===== config.mk =====
export PLATFORM = sky130hd
export DESIGN_NAME = fpu_norm_sched
export DESIGN_NICKNAME = d
export VERILOG_FILES = /design/src/rtl/fpu_norm_sched.sv
export SDC_FILE = /design/constraint.sdc
export NUM_CORES = 1
export LEC_CHECK = 0
export CORE_ASPECT_RATIO = 0.8
export CORE_UTILIZATION = 35
export CTS_BUF_LIST = sky130_fd_sc_hd__clkbuf_8 sky130_fd_sc_hd__clkbuf_16
export DETAILED_ROUTE_END_ITERATION = 10
export PLACE_DENSITY = 0.57
export SLEW_MARGIN = 40
export SYNTH_ARGS = -nofsm -noshare
export SYNTH_HDL_FRONTEND = slang
export SYNTH_SLANG_ARGS = --single-unit
export TNS_END_PERCENT = 5

===== constraint.sdc =====
create_clock -name clk -period 6.33 [get_ports clk]
set_input_delay 0.9495 -clock clk [delete_from_list [all_inputs] [get_ports clk]]
set_output_delay 0.9495 -clock clk [all_outputs]
set_load 0.01 [all_outputs]

===== src/rtl/fpu_norm_sched.sv =====
// Shared post-normalization engine: round-robin between add/sub (ch0) and mul (ch1).
// Latency: accept in cycle N, result valid in cycle N+2; one result in flight.
// Backpressure: result held in OUT until res_ready; no request accepted while busy.
module fpu_norm_sched #(
  parameter int MW = 24,
  parameter int EW = 9
) (
  input  logic          clk,
  input  logic          rst_n,
  input  logic [1:0]    req_valid,
  output logic [1:0]    req_ready,
  input  logic [MW-1:0] req_mant0,
  input  logic [EW-1:0] req_exp0,
  input  logic [MW-1:0] req_mant1,
  input  logic [EW-1:0] req_exp1,
  output logic          res_valid,
  input  logic          res_ready,
  output logic [MW-1:0] res_mant,
  output logic [7:0]    res_exp,
  output logic          res_src,
  output logic          res_zero,
  output logic          res_denorm,
  output logic          res_ovf
);

  localparam int LZW = $clog2(MW + 1);

  typedef enum logic [1:0] {IDLE = 2'd0, CALC = 2'd1, OUT = 2'd2} state_t;

  state_t        state;
  state_t        state_nxt;
  logic          last_grant;
  logic          gnt;
  logic          any_req;
  logic          accept;
  logic [MW-1:0] cap_mant;
  logic [EW-1:0] cap_exp;
  logic          cap_src;

  logic [LZW-1:0] lz;
  logic [EW-1:0]  lz_ext;
  logic [EW-1:0]  t_exp;
  logic [EW-1:0]  sub_sh;
  logic           is_zero;
  logic           is_norm;
  logic           is_ovf;
  logic [MW-1:0]  norm_mant;
  logic [MW-1:0]  sub_mant;

  // Round-robin pick: on contention the channel not served last time wins
  always_comb begin
    any_req = |req_valid;
    if (&req_valid) gnt = ~last_grant;
    else            gnt = req_valid[1];
  end

  assign accept = (state == IDLE) && any_req;

  // State register
  always_ff @(posedge clk or negedge rst_n) begin
    if (!rst_n) state <= IDLE;
    else        state <= state_nxt;
  end

  // Next-state logic: IDLE -> CALC on accept, CALC -> OUT, OUT -> IDLE on result handshake
  always_comb begin
    state_nxt = state;
    case (state)
      IDLE:    if (any_req) state_nxt = CALC;
      CALC:    state_nxt = OUT;
      OUT:     if (res_ready) state_nxt = IDLE;
      default: state_nxt = IDLE;
    endcase
  end

  // Handshake outputs: ready only for the granted, valid channel while idle
  always_comb begin
    req_ready = 2'b00;
    res_valid = 1'b0;
    case (state)
      IDLE:    if (any_req) req_ready[gnt] = 1'b1;
      OUT:     res_valid = 1'b1;
      default: ;
    endcase
  end

  // Capture the granted request and remember who was served
  always_ff @(posedge clk or negedge rst_n) begin
    if (!rst_n) begin
      last_grant <= 1'b1;
      cap_src    <= 1'b0;
      cap_mant   <= '0;
      cap_exp    <= '0;
    end else if (accept) begin
      last_grant <= gnt;
      cap_src    <= gnt;
      cap_mant   <= gnt ? req_mant1 : req_mant0;
      cap_exp    <= gnt ? req_exp1  : req_exp0;
    end
  end

  // Leading-zero count; all-zero mantissa yields MW
  always_comb begin
    lz = LZW'(MW);
    for (int i = 0; i < MW; i++) begin
      if (cap_mant[i]) lz = LZW'(MW - 1 - i);
    end
  end

  // Exponent/shift math; subnormals shift only as far as the exponent allows
  always_comb begin
    lz_ext    = EW'(lz);
    is_zero   = (cap_mant == '0);
    is_norm   = (cap_exp > lz_ext);
    t_exp     = cap_exp - lz_ext;
    is_ovf    = is_norm && (t_exp >= EW'(255));
    sub_sh    = (cap_exp == '0) ? '0 : cap_exp - EW'(1);
    norm_mant = cap_mant << lz;
    sub_mant  = cap_mant << sub_sh;
  end

  // Result registers: loaded in CALC, held through OUT and IDLE
  always_ff @(posedge clk or negedge rst_n) begin
    if (!rst_n) begin
      res_mant   <= '0;
      res_exp    <= '0;
      res_src    <= 1'b0;
      res_zero   <= 1'b0;
      res_denorm <= 1'b0;
      res_ovf    <= 1'b0;
    end else if (state == CALC) begin
      res_src    <= cap_src;
      res_zero   <= is_zero;
      res_ovf    <= !is_zero && is_ovf;
      res_denorm <= !is_zero && !is_norm;
      if (is_zero) begin
        res_mant <= '0;
        res_exp  <= '0;
      end else if (is_norm) begin
        if (is_ovf) begin
          res_mant <= '0;
          res_exp  <= 8'd255;
        end else begin
          res_mant <= norm_mant;
          res_exp  <= t_exp[7:0];
        end
      end else begin
        res_mant <= sub_mant;
        res_exp  <= '0;
      end
    end
  end

endmodule


==> results of run 1 <==
==> metal layers <==
| layer | vias up | global-route usage | part of all wire |
|---|---|---|---|
| met1 | 3154 | 0.355 | 0.47 |
| met5 | - | 0 | 0 |
| li1 | 3120 | - | - |
| met2 | 340 | 0.380 | 0.43 |
| met4 | 0 | 0.0756 | 0.020 |
| met3 | 47 | 0.0595 | 0.082 |
==> worst register-to-register path: cells and delay by family, from the launching register on <==
kind            cells  cell delay, ns
compound gates      5            1.37
xor+xnor            1            0.38
buf+inv             1            0.14
fa+ha+maj           1            0.29
simple gates        6            2.34
flops               1            0.51
==> cell families (layout without fill, tap and decap cells) <==
logic type,count (synthesis),count (layout),synth area share
XOR/XNOR,8,8,0.0108
flip-flops,73,73,0.283
AND/OR/NAND/NOR,260,260,0.190
buffers and inverters,90,157,0.0613
AO/OA/AOI/OAI,283,283,0.295
adder cells (fa/ha/maj),7,7,0.0147
multiplexers,91,91,0.146
==> registers in the layout, indices dropped and copies added (netlist names) <==
| name | count |
|---|---|
| cap_exp | 9 |
| cap_mant | 24 |
| cap_src | 1 |
| last_grant | 1 |
| res_denorm | 1 |
| res_exp | 8 |
| res_mant | 24 |
| res_ovf | 1 |
| res_src | 1 |
| res_zero | 1 |
| state | 2 |
==> cell type report <==
class	count	area, µm²
clock buffer	9	225
clock inverter	7	71.3
fill	1833	10100
inverter	17	68.8
multi-input combinational	649	4280
sequential	73	1830
tap	230	288
timing repair buffer	124	1200
==> synthesized netlist by cell type, types with 3 or more instances <==
library cell / n / share of area
o22a_1: 4 / 0.0054
xnor2_1: 5 / 0.0068
nor2_1: 64 / 0.037
ha_1: 6 / 0.012
a32oi_1: 4 / 0.0054
a2bb2oi_1: 7 / 0.0095
o21a_1: 7 / 0.0081
nand2_1: 110 / 0.064
o21ai_0: 78 / 0.060
or2_2: 5 / 0.0048
o211ai_1: 10 / 0.012
buf_2: 25 / 0.019
a22o_1: 10 / 0.014
a211oi_1: 7 / 0.0081
a221oi_1: 5 / 0.0068
o22ai_1: 21 / 0.020
a31oi_1: 11 / 0.011
mux2_2: 16 / 0.028
nor3_1: 14 / 0.011
nor2b_1: 8 / 0.0077
a211o_1: 5 / 0.0068
a22oi_1: 9 / 0.010
and2_1: 7 / 0.0068
o31ai_1: 6 / 0.0070
clkbuf_1: 42 / 0.024
xor2_1: 3 / 0.0041
or3_1: 3 / 0.0029
and3_1: 5 / 0.0048
nand3_1: 11 / 0.0085
a21oi_1: 49 / 0.038
a21o_1: 8 / 0.0093
nor4_1: 7 / 0.0068
o2bb2ai_1: 4 / 0.0054
nor4_2: 3 / 0.0058
nand2b_1: 11 / 0.011
o2111ai_1: 3 / 0.0041
inv_1: 14 / 0.0081
dfrtp_1: 72 / 0.28
mux2i_1: 74 / 0.11
==> how the worst max path moves through the flow <==
stage	slack [ns]	to	startpoint	depth (start not counted)
after floorplan	2.32	res_mant[9]	cap_mant[18]	18
after global placement	1.58	res_mant[9]	cap_mant[20]	14
after detailed placement	1.37	res_mant[9]	cap_mant[20]	14
after CTS	1.33	res_mant[9]	cap_mant[20]	14
after global routing	0.90	res_mant[9]	cap_mant[20]	14
final	1.16	res_mant[9]	cap_mant[20]	14
==> metrics by stage <==
| step | instance area (µm²) | utilization | setup slack, ns | hold slack (ns) |
|---|---|---|---|---|
| 2_1_floorplan | 6470 | - | 2.32 | 0.446 |
| 3_3_place_gp | 7650 | 0.422 | 1.58 | 0.461 |
| 3_5_place_dp | 7670 | 0.423 | 1.37 | 0.470 |
| 4_1_cts | 7960 | 0.440 | 1.33 | 0.485 |
| 5_1_grt | 7970 | 0.440 | 0.901 | 0.510 |
| 6_report | 7970 | 0.440 | 1.16 | 0.477 |
==> flow_summary.ini, run 1 <==
[status]
status = finished clean

[sta]
final-max-slew-violation-count = 0
fin_crit_ns = 5.17
fin_skew_ns = 0.00596
clock.fmax_mhz = 194
fin_crit_sh = 0.816
rsz0062_at_grt = no
setup_viol = 0
finalHoldViolCount = 0
max_slew_margin = 0.422
tightest_slew_ns = 0.865
tns_ns = 0

[setup_path]
cp_num_buf_inv = 1
r2r_end = res_mant[9]
worst-setup-path-type = flip-flop to flip-flop
crit_path_frequent_cell = nor2_1
worst_setup_path_end_kind = flip-flop
timing.rr.start = cap_mant[20]
reg2reg_slack_ns = 1.16
cp-start-kind = flip-flop
arrival_ns = 5.40
rr_worst_depth = 14
crit_required_ns = 6.56
max_stage_delay_ns = 0.73
path_max_fanout = 11
worst_path_max_delay_cell = nor4_2
critPathTopFamily = simple AND/OR/NAND/NOR gates
cp_cell_sequence = nor4_2, nand2_1, a31oi_1, inv_1, ha_1, or2_2, o221ai_1, nand3_1, xnor2_1, a31oi_2, nor2_1, nor2_1, a221oi_1, o21ai_0

[min_path]
holdCritPathClass = flip-flop to flip-flop
hold-path-cell-count = 2
hold_end = res_exp[6]
worstHoldStart = res_exp[6]

[global_routing]
grt_pass1_wl_um = 36500
grt_overflow = 0
grt_max_degree = 74
antenna_found_initial = 0
grt_pass1_vias = 6305
track_usage = 0.251

[synth]
synthArstFlopShare = 1.00
netlist_area_um2 = 6470
synth_warnings = 0
ys_seq_elements = 73
seq_area_frac_synth = 0.283
synth_nets = 890
synth_ff_type = dfrtp_1
synth_cells = 812
synth_edf_count = 0
syn_avg_cell_area_um2 = 7.97
synthDistinctLibCells = 86

[placed_design]
place_inst = 1093
gp_congestion = 0.956
hpwl_um = 17200
io_buffers = 109

[cts]
root_buffer = clkbuf_16
cts_tree = done
htreeDepth = 3
post_cts_buffers = 0
cts.sinks = 73
hold_buffers = 0
numCtsBuffers = 9
clk_pin_slew_ns = 0.06
clk_latency_ns = 0.36
clock_path_buffers = 2
post_cts_resized = 0

[drt]
vias = 6661
drtIter0Drc = 682
vias_per_cell = 6.01
drc = 0
wire_per_inst_um = 20.9
first_pass_iters = 6
drt-total-wl_um = 23200
ant_nets = 0

[floorplanning]
die_w_um = 154
die_area_um2 = 19000
fp.dieH_um = 124
start_util = 0.357
io_pins = 110
core_area_um2 = 18100
rows = 44

[final_layout]
fin_cells = 1109
diodes = 0
drive_gt1_frac = 0.0922
layout-area-overhead-vs-synth_pct = 23.1
final_common_cell = nand2_1
layout_common_cells = 110 x nand2_1, 108 x clkdlybuf4s50_1, 77 x o21ai_0, 74 x mux2i_1, 71 x dfrtp_1
nets = 952

[run]
cap_violations = 0
Power of run 1 is left out: the tool's default activity adds up to more than one toggle a clock period on the data nets, which glitch-free logic cannot reach.
==> run 2, diff against run 1 <==
==> constraint.sdc (replaced) <==
create_clock -name clk -period 5.2 [get_ports clk]
set_input_delay 0.78 -clock clk [delete_from_list [all_inputs] [get_ports clk]]
set_output_delay 0.78 -clock clk [all_outputs]
set_load 0.01 [all_outputs]
==> run 2 against run 1 <==
Against the previous run: sequential share of layout area decreased by 0.40 points; die area is the same; critical path depth grew 1; hold slack got worse by 0.038 ns; final area rose by 1.7%; first-iteration DRC count is 3.7% higher; global-route usage is 0.16 points higher; setup slack worse by 0.69 ns; non-clock buffer count increased by 14; clock skew is 0.0030 ns higher.
==> flow_summary.ini, run 2 (synthesis gave the netlist of run 1 again) <==
[status]
status = finished clean

[placed_design]
hpwl_um = 17700
gp_congestion = 0.985
io_buffers = 109

[global_routing]
grt_max_degree = 74
grt_overflow = 0
track_usage = 0.253
grt_pass1_vias = 6209
grt_pass1_wl_um = 36600
antenna_found_initial = 0

[floorplanning]
io_pins = 110
die_w_um = 154
core_area_um2 = 18100
rows = 44
fp.dieH_um = 124
start_util = 0.357
die_area_um2 = 19000

[drt]
drtIter0Drc = 707
vias_per_cell = 5.93
vias = 6659
ant_nets = 0
drc = 0
wire_per_inst_um = 20.7
first_pass_iters = 5
drt-total-wl_um = 23200

[cts]
hold_buffers = 0
numCtsBuffers = 9
htreeDepth = 3
cts_tree = done
cts.sinks = 73
root_buffer = clkbuf_16
post_cts_resized = 0
clk_latency_ns = 0.36
clk_pin_slew_ns = 0.06
post_cts_buffers = 0
clock_path_buffers = 2

[setup_path]
crit_required_ns = 5.44
worst-setup-path-type = flip-flop to flip-flop
r2r_end = res_mant[7]
path_max_fanout = 12
worst_setup_path_end_kind = flip-flop
reg2reg_slack_ns = 0.48
cp-start-kind = flip-flop
rr_worst_depth = 15
arrival_ns = 4.96
timing.rr.start = cap_mant[16]

[sta]
tns_ns = 0
fin_crit_sh = 0.908
setup_viol = 0
fin_skew_ns = 0.00897
finalHoldViolCount = 0
final-max-slew-violation-count = 0
clock.fmax_mhz = 212
rsz0062_at_grt = no
max_slew_margin = 0.440
fin_crit_ns = 4.72
tightest_slew_ns = 0.838

[final_layout]
layout-area-overhead-vs-synth_pct = 25.2
drive_gt1_frac = 0.104
nets = 966
final_common_cell = nand2_1
diodes = 0
reg_top3 = cap_mant (24), res_mant (24), cap_exp (9)
layout_common_cells = 110 x nand2_1, 108 x clkdlybuf4s50_1, 77 x o21ai_0, 74 x mux2i_1, 72 x dfrtp_1

[run]
cap_violations = 0

[min_path]
holdCritPathClass = input pin to async pin
run 2: worst max-delay path, stage by stage, from the launching register on:
cell	delay [ns]
dfrtp_1	0.51
nor4_1	0.63
nand2_1	0.26
a31oi_1	0.54
inv_1	0.16
ha_1	0.30
or2_2	0.33
o221ai_1	0.23
nand3_1	0.13
xnor2_1	0.38
a31oi_2	0.10
buf_4	0.20
or2_2	0.29
nand2_1	0.21
o31ai_1	0.12
a22o_1	0.21
run 2: worst max path at each step:
| stage | from | endpoint | slack [ns] | cells past startpoint |
|---|---|---|---|---|
| 2_1_floorplan | cap_mant[18] | res_mant[9] | 1.19 | 18 |
| 3_5_place_dp | cap_mant[16] | res_mant[9] | 0.46 | 14 |
| 3_3_place_gp | cap_mant[16] | res_mant[9] | 0.65 | 14 |
| 6_report | cap_mant[16] | res_mant[7] | 0.48 | 15 |
| 5_1_grt | cap_mant[16] | res_mant[14] | 0.07 | 14 |
| 4_1_cts | cap_mant[16] | res_mant[9] | 0.44 | 14 |
run 2: area by class of cell:
| class | count | area (µm²) |
|---|---|---|
| inverters | 17 | 68.8 |
| well taps | 230 | 288 |
| fillers | 1819 | 10000 |
| flip-flops and latches | 73 | 1830 |
| repair buffers | 138 | 1310 |
| clock inverters | 7 | 96.3 |
| multi-input cells | 649 | 4280 |
| clock buffers | 9 | 225 |
run 2: layer usage:
metal / share of wire / global-route usage / up-vias / wire [µm]
li1: - / - / 3153 / -
met1: 0.46 / 0.359 / 3170 / 10700
met2: 0.43 / 0.388 / 299 / 9990
met3: 0.091 / 0.0536 / 37 / 2100
met4: 0.018 / 0.0706 / 0 / 428
met5: 0 / 0 / - / 0
run 2: per-stage QoR:
step | hold WS (ns) | std cells | instance area, µm² | utilization | worst slack, ns
6_report | 0.439 | 1123 | 8100 | 0.447 | 0.476
3_5_place_dp | 0.463 | 1107 | 7770 | 0.429 | 0.461
4_1_cts | 0.477 | 1123 | 8090 | 0.447 | 0.438
2_1_floorplan | 0.446 | 812 | 6470 | - | 1.19
5_1_grt | 0.488 | 1123 | 8100 | 0.447 | 0.0724
3_3_place_gp | 0.458 | 1107 | 7760 | 0.428 | 0.651
Power of run 2 is left out for the same reason.
==> run 3, diff against run 2 <==
--- a/config.mk
+++ b/config.mk
@@ -5,11 +5,13 @@
 export SDC_FILE = /design/constraint.sdc
 export NUM_CORES = 1
 export LEC_CHECK = 0
+export ABC_CLOCK_PERIOD_IN_PS = 3900
+export CAP_MARGIN = 20
 export CORE_ASPECT_RATIO = 0.8
 export CORE_UTILIZATION = 35
 export CTS_BUF_LIST = sky130_fd_sc_hd__clkbuf_8 sky130_fd_sc_hd__clkbuf_16
 export DETAILED_ROUTE_END_ITERATION = 10
-export PLACE_DENSITY = 0.57
+export PLACE_DENSITY = 0.59
 export SLEW_MARGIN = 40
 export SYNTH_ARGS = -nofsm -noshare
 export SYNTH_HDL_FRONTEND = slang
==> constraint.sdc (replaced) <==
create_clock -name clk -period 3.9 [get_ports clk]
set_input_delay 0.585 -clock clk [delete_from_list [all_inputs] [get_ports clk]]
set_output_delay 0.585 -clock clk [all_outputs]
set_load 0.01 [all_outputs]
==> run 3 against run 2 <==
Against the previous run: routed wire length up 2.0%; clock skew is 0.0034 ns lower; largest cell class unchanged; core utilization rose by 2.3 points; cell count increased by 4.5%; critical endpoint is now res_mant[15]; final area is 5.2% higher; via count is 4.1% higher; setup slack worse by 0.31 ns; flip-flop and latch count stayed put; first-iteration DRC count grew 2.4%; hold slack got worse by 0.18 ns; non-clock buffer count up 51; critical path depth grew 1.
==> flow_summary.ini, run 3 (synthesis gave the netlist of run 1 again) <==
[global_routing]
grt_max_degree = 74
antenna_found_initial = 0
grt_pass1_wl_um = 36900
grt_pass1_vias = 6479
grt_overflow = 0
track_usage = 0.255

[sta]
rsz0062_at_grt = no
setup_viol = 0
fin_crit_sh = 0.958
finalHoldViolCount = 0
fin_crit_ns = 3.74
final-max-slew-violation-count = 0
fin_skew_ns = 0.00561
max_slew_margin = 0.532
clock.fmax_mhz = 268
tightest_slew_ns = 0.701

[drt]
vias = 6930
drt-total-wl_um = 23700
drc = 0
first_pass_iters = 6
vias_per_cell = 5.90
wire_per_inst_um = 20.2
drtIter0Drc = 724
ant_nets = 0

[setup_path]
worst_setup_path_end_kind = flip-flop
cp-start-kind = flip-flop
rr_worst_depth = 16
worst-setup-path-type = flip-flop to flip-flop
arrival_ns = 4.00
timing.rr.start = cap_mant[21]
r2r_end = res_mant[15]
reg2reg_slack_ns = 0.16
path_max_fanout = 6
crit_required_ns = 4.17

[cts]
hold_buffers = 0
numCtsBuffers = 9
clk_pin_slew_ns = 0.06
htreeDepth = 3
cts_tree = done
clk_latency_ns = 0.35
cts.sinks = 73
clock_path_buffers = 2
root_buffer = clkbuf_16

[final_layout]
reg_top3 = cap_mant (24), res_mant (24), cap_exp (9)
layout-area-overhead-vs-synth_pct = 31.8
diodes = 0
final_core_util = 0.471
drive_gt1_frac = 0.157
nets = 1017
final_common_cell = nand2_1
layout_common_cells = 109 x nand2_1, 108 x clkdlybuf4s50_1, 80 x buf_4, 77 x o21ai_0, 74 x mux2i_1

[status]
status = finished clean

[floorplanning]
io_pins = 110
die_w_um = 154
core_area_um2 = 18100
rows = 44
die_area_um2 = 19000
fp.dieH_um = 124
start_util = 0.357

[placed_design]
gp_congestion = 0.974
io_buffers = 109
hpwl_um = 18100

[min_path]
holdCritPathClass = input pin to async pin

[run]
cap_violations = 0
[run 3: per-stage QoR]
stage | setup slack [ns] | setup TNS [ns] | instances | hold WS [ns] | cell area (µm²)
after floorplan | 0.0223 | 0 | 812 | 0.289 | 6470
after global placement | 0.0864 | 0 | 1155 | 0.463 | 8120
after detailed placement | -0.0109 | -0.0109 | 1155 | 0.462 | 8120
after CTS | 0.101 | 0 | 1171 | 0.287 | 8470
after global routing | 0.00768 | 0 | 1174 | 0.324 | 8520
final | 0.163 | 0 | 1174 | 0.259 | 8520
[run 3: worst max path at each step]
stage	from	cells past startpoint	endpoint	slack [ns]
6_report	cap_mant[21]	16	res_mant[15]	0.16
3_3_place_gp	cap_mant[21]	17	res_mant[1]	0.09
4_1_cts	cap_mant[21]	16	res_mant[8]	0.10
2_1_floorplan	cap_mant[18]	18	res_mant[9]	0.02
5_1_grt	cap_mant[21]	16	res_mant[15]	0.008
3_5_place_dp	cap_mant[21]	16	res_mant[8]	-0.01
[run 3: metal layers]
layer | GRT usage | share of wire
met3 | 0.0699 | 0.090
met5 | 0 | 0
met1 | 0.357 | 0.47
met2 | 0.382 | 0.42
met4 | 0.0744 | 0.021
[run 3: repair_timing]
item                                    in CTS  in global routing
pin swaps                                    0                  2
gates resized for setup                      1                  8
buffers inserted                             0                  3
endpoints found under the setup margin       2                 21
[run 3: critical path: stages, from the launching register on]
cell and delay, ns:
dfrtp_1 0.47, nor2_2 0.26, nand2_1 0.11, nor2_1 0.20, and2_1 0.18, clkinv_1 0.16
ha_1 0.33, buf_4 0.15, nor2b_1 0.13, o221ai_1 0.24, nand3_1 0.13, xnor2_1 0.18
a31oi_4 0.32, or2_2 0.19, nand2_1 0.08, or3_1 0.32, a31oi_1 0.17
[run 3: area by class of cell]
class | count | area [µm²]
Clock buffer | 9 | 225
Clock inverter | 7 | 111
Fill cell | 1802 | 9590
Inverter | 17 | 68.8
Multi-Input combinational cell | 649 | 4310
Sequential cell | 73 | 1830
Tap cell | 230 | 288
Timing Repair Buffer | 189 | 1690
Power of run 3 is left out for the same reason.
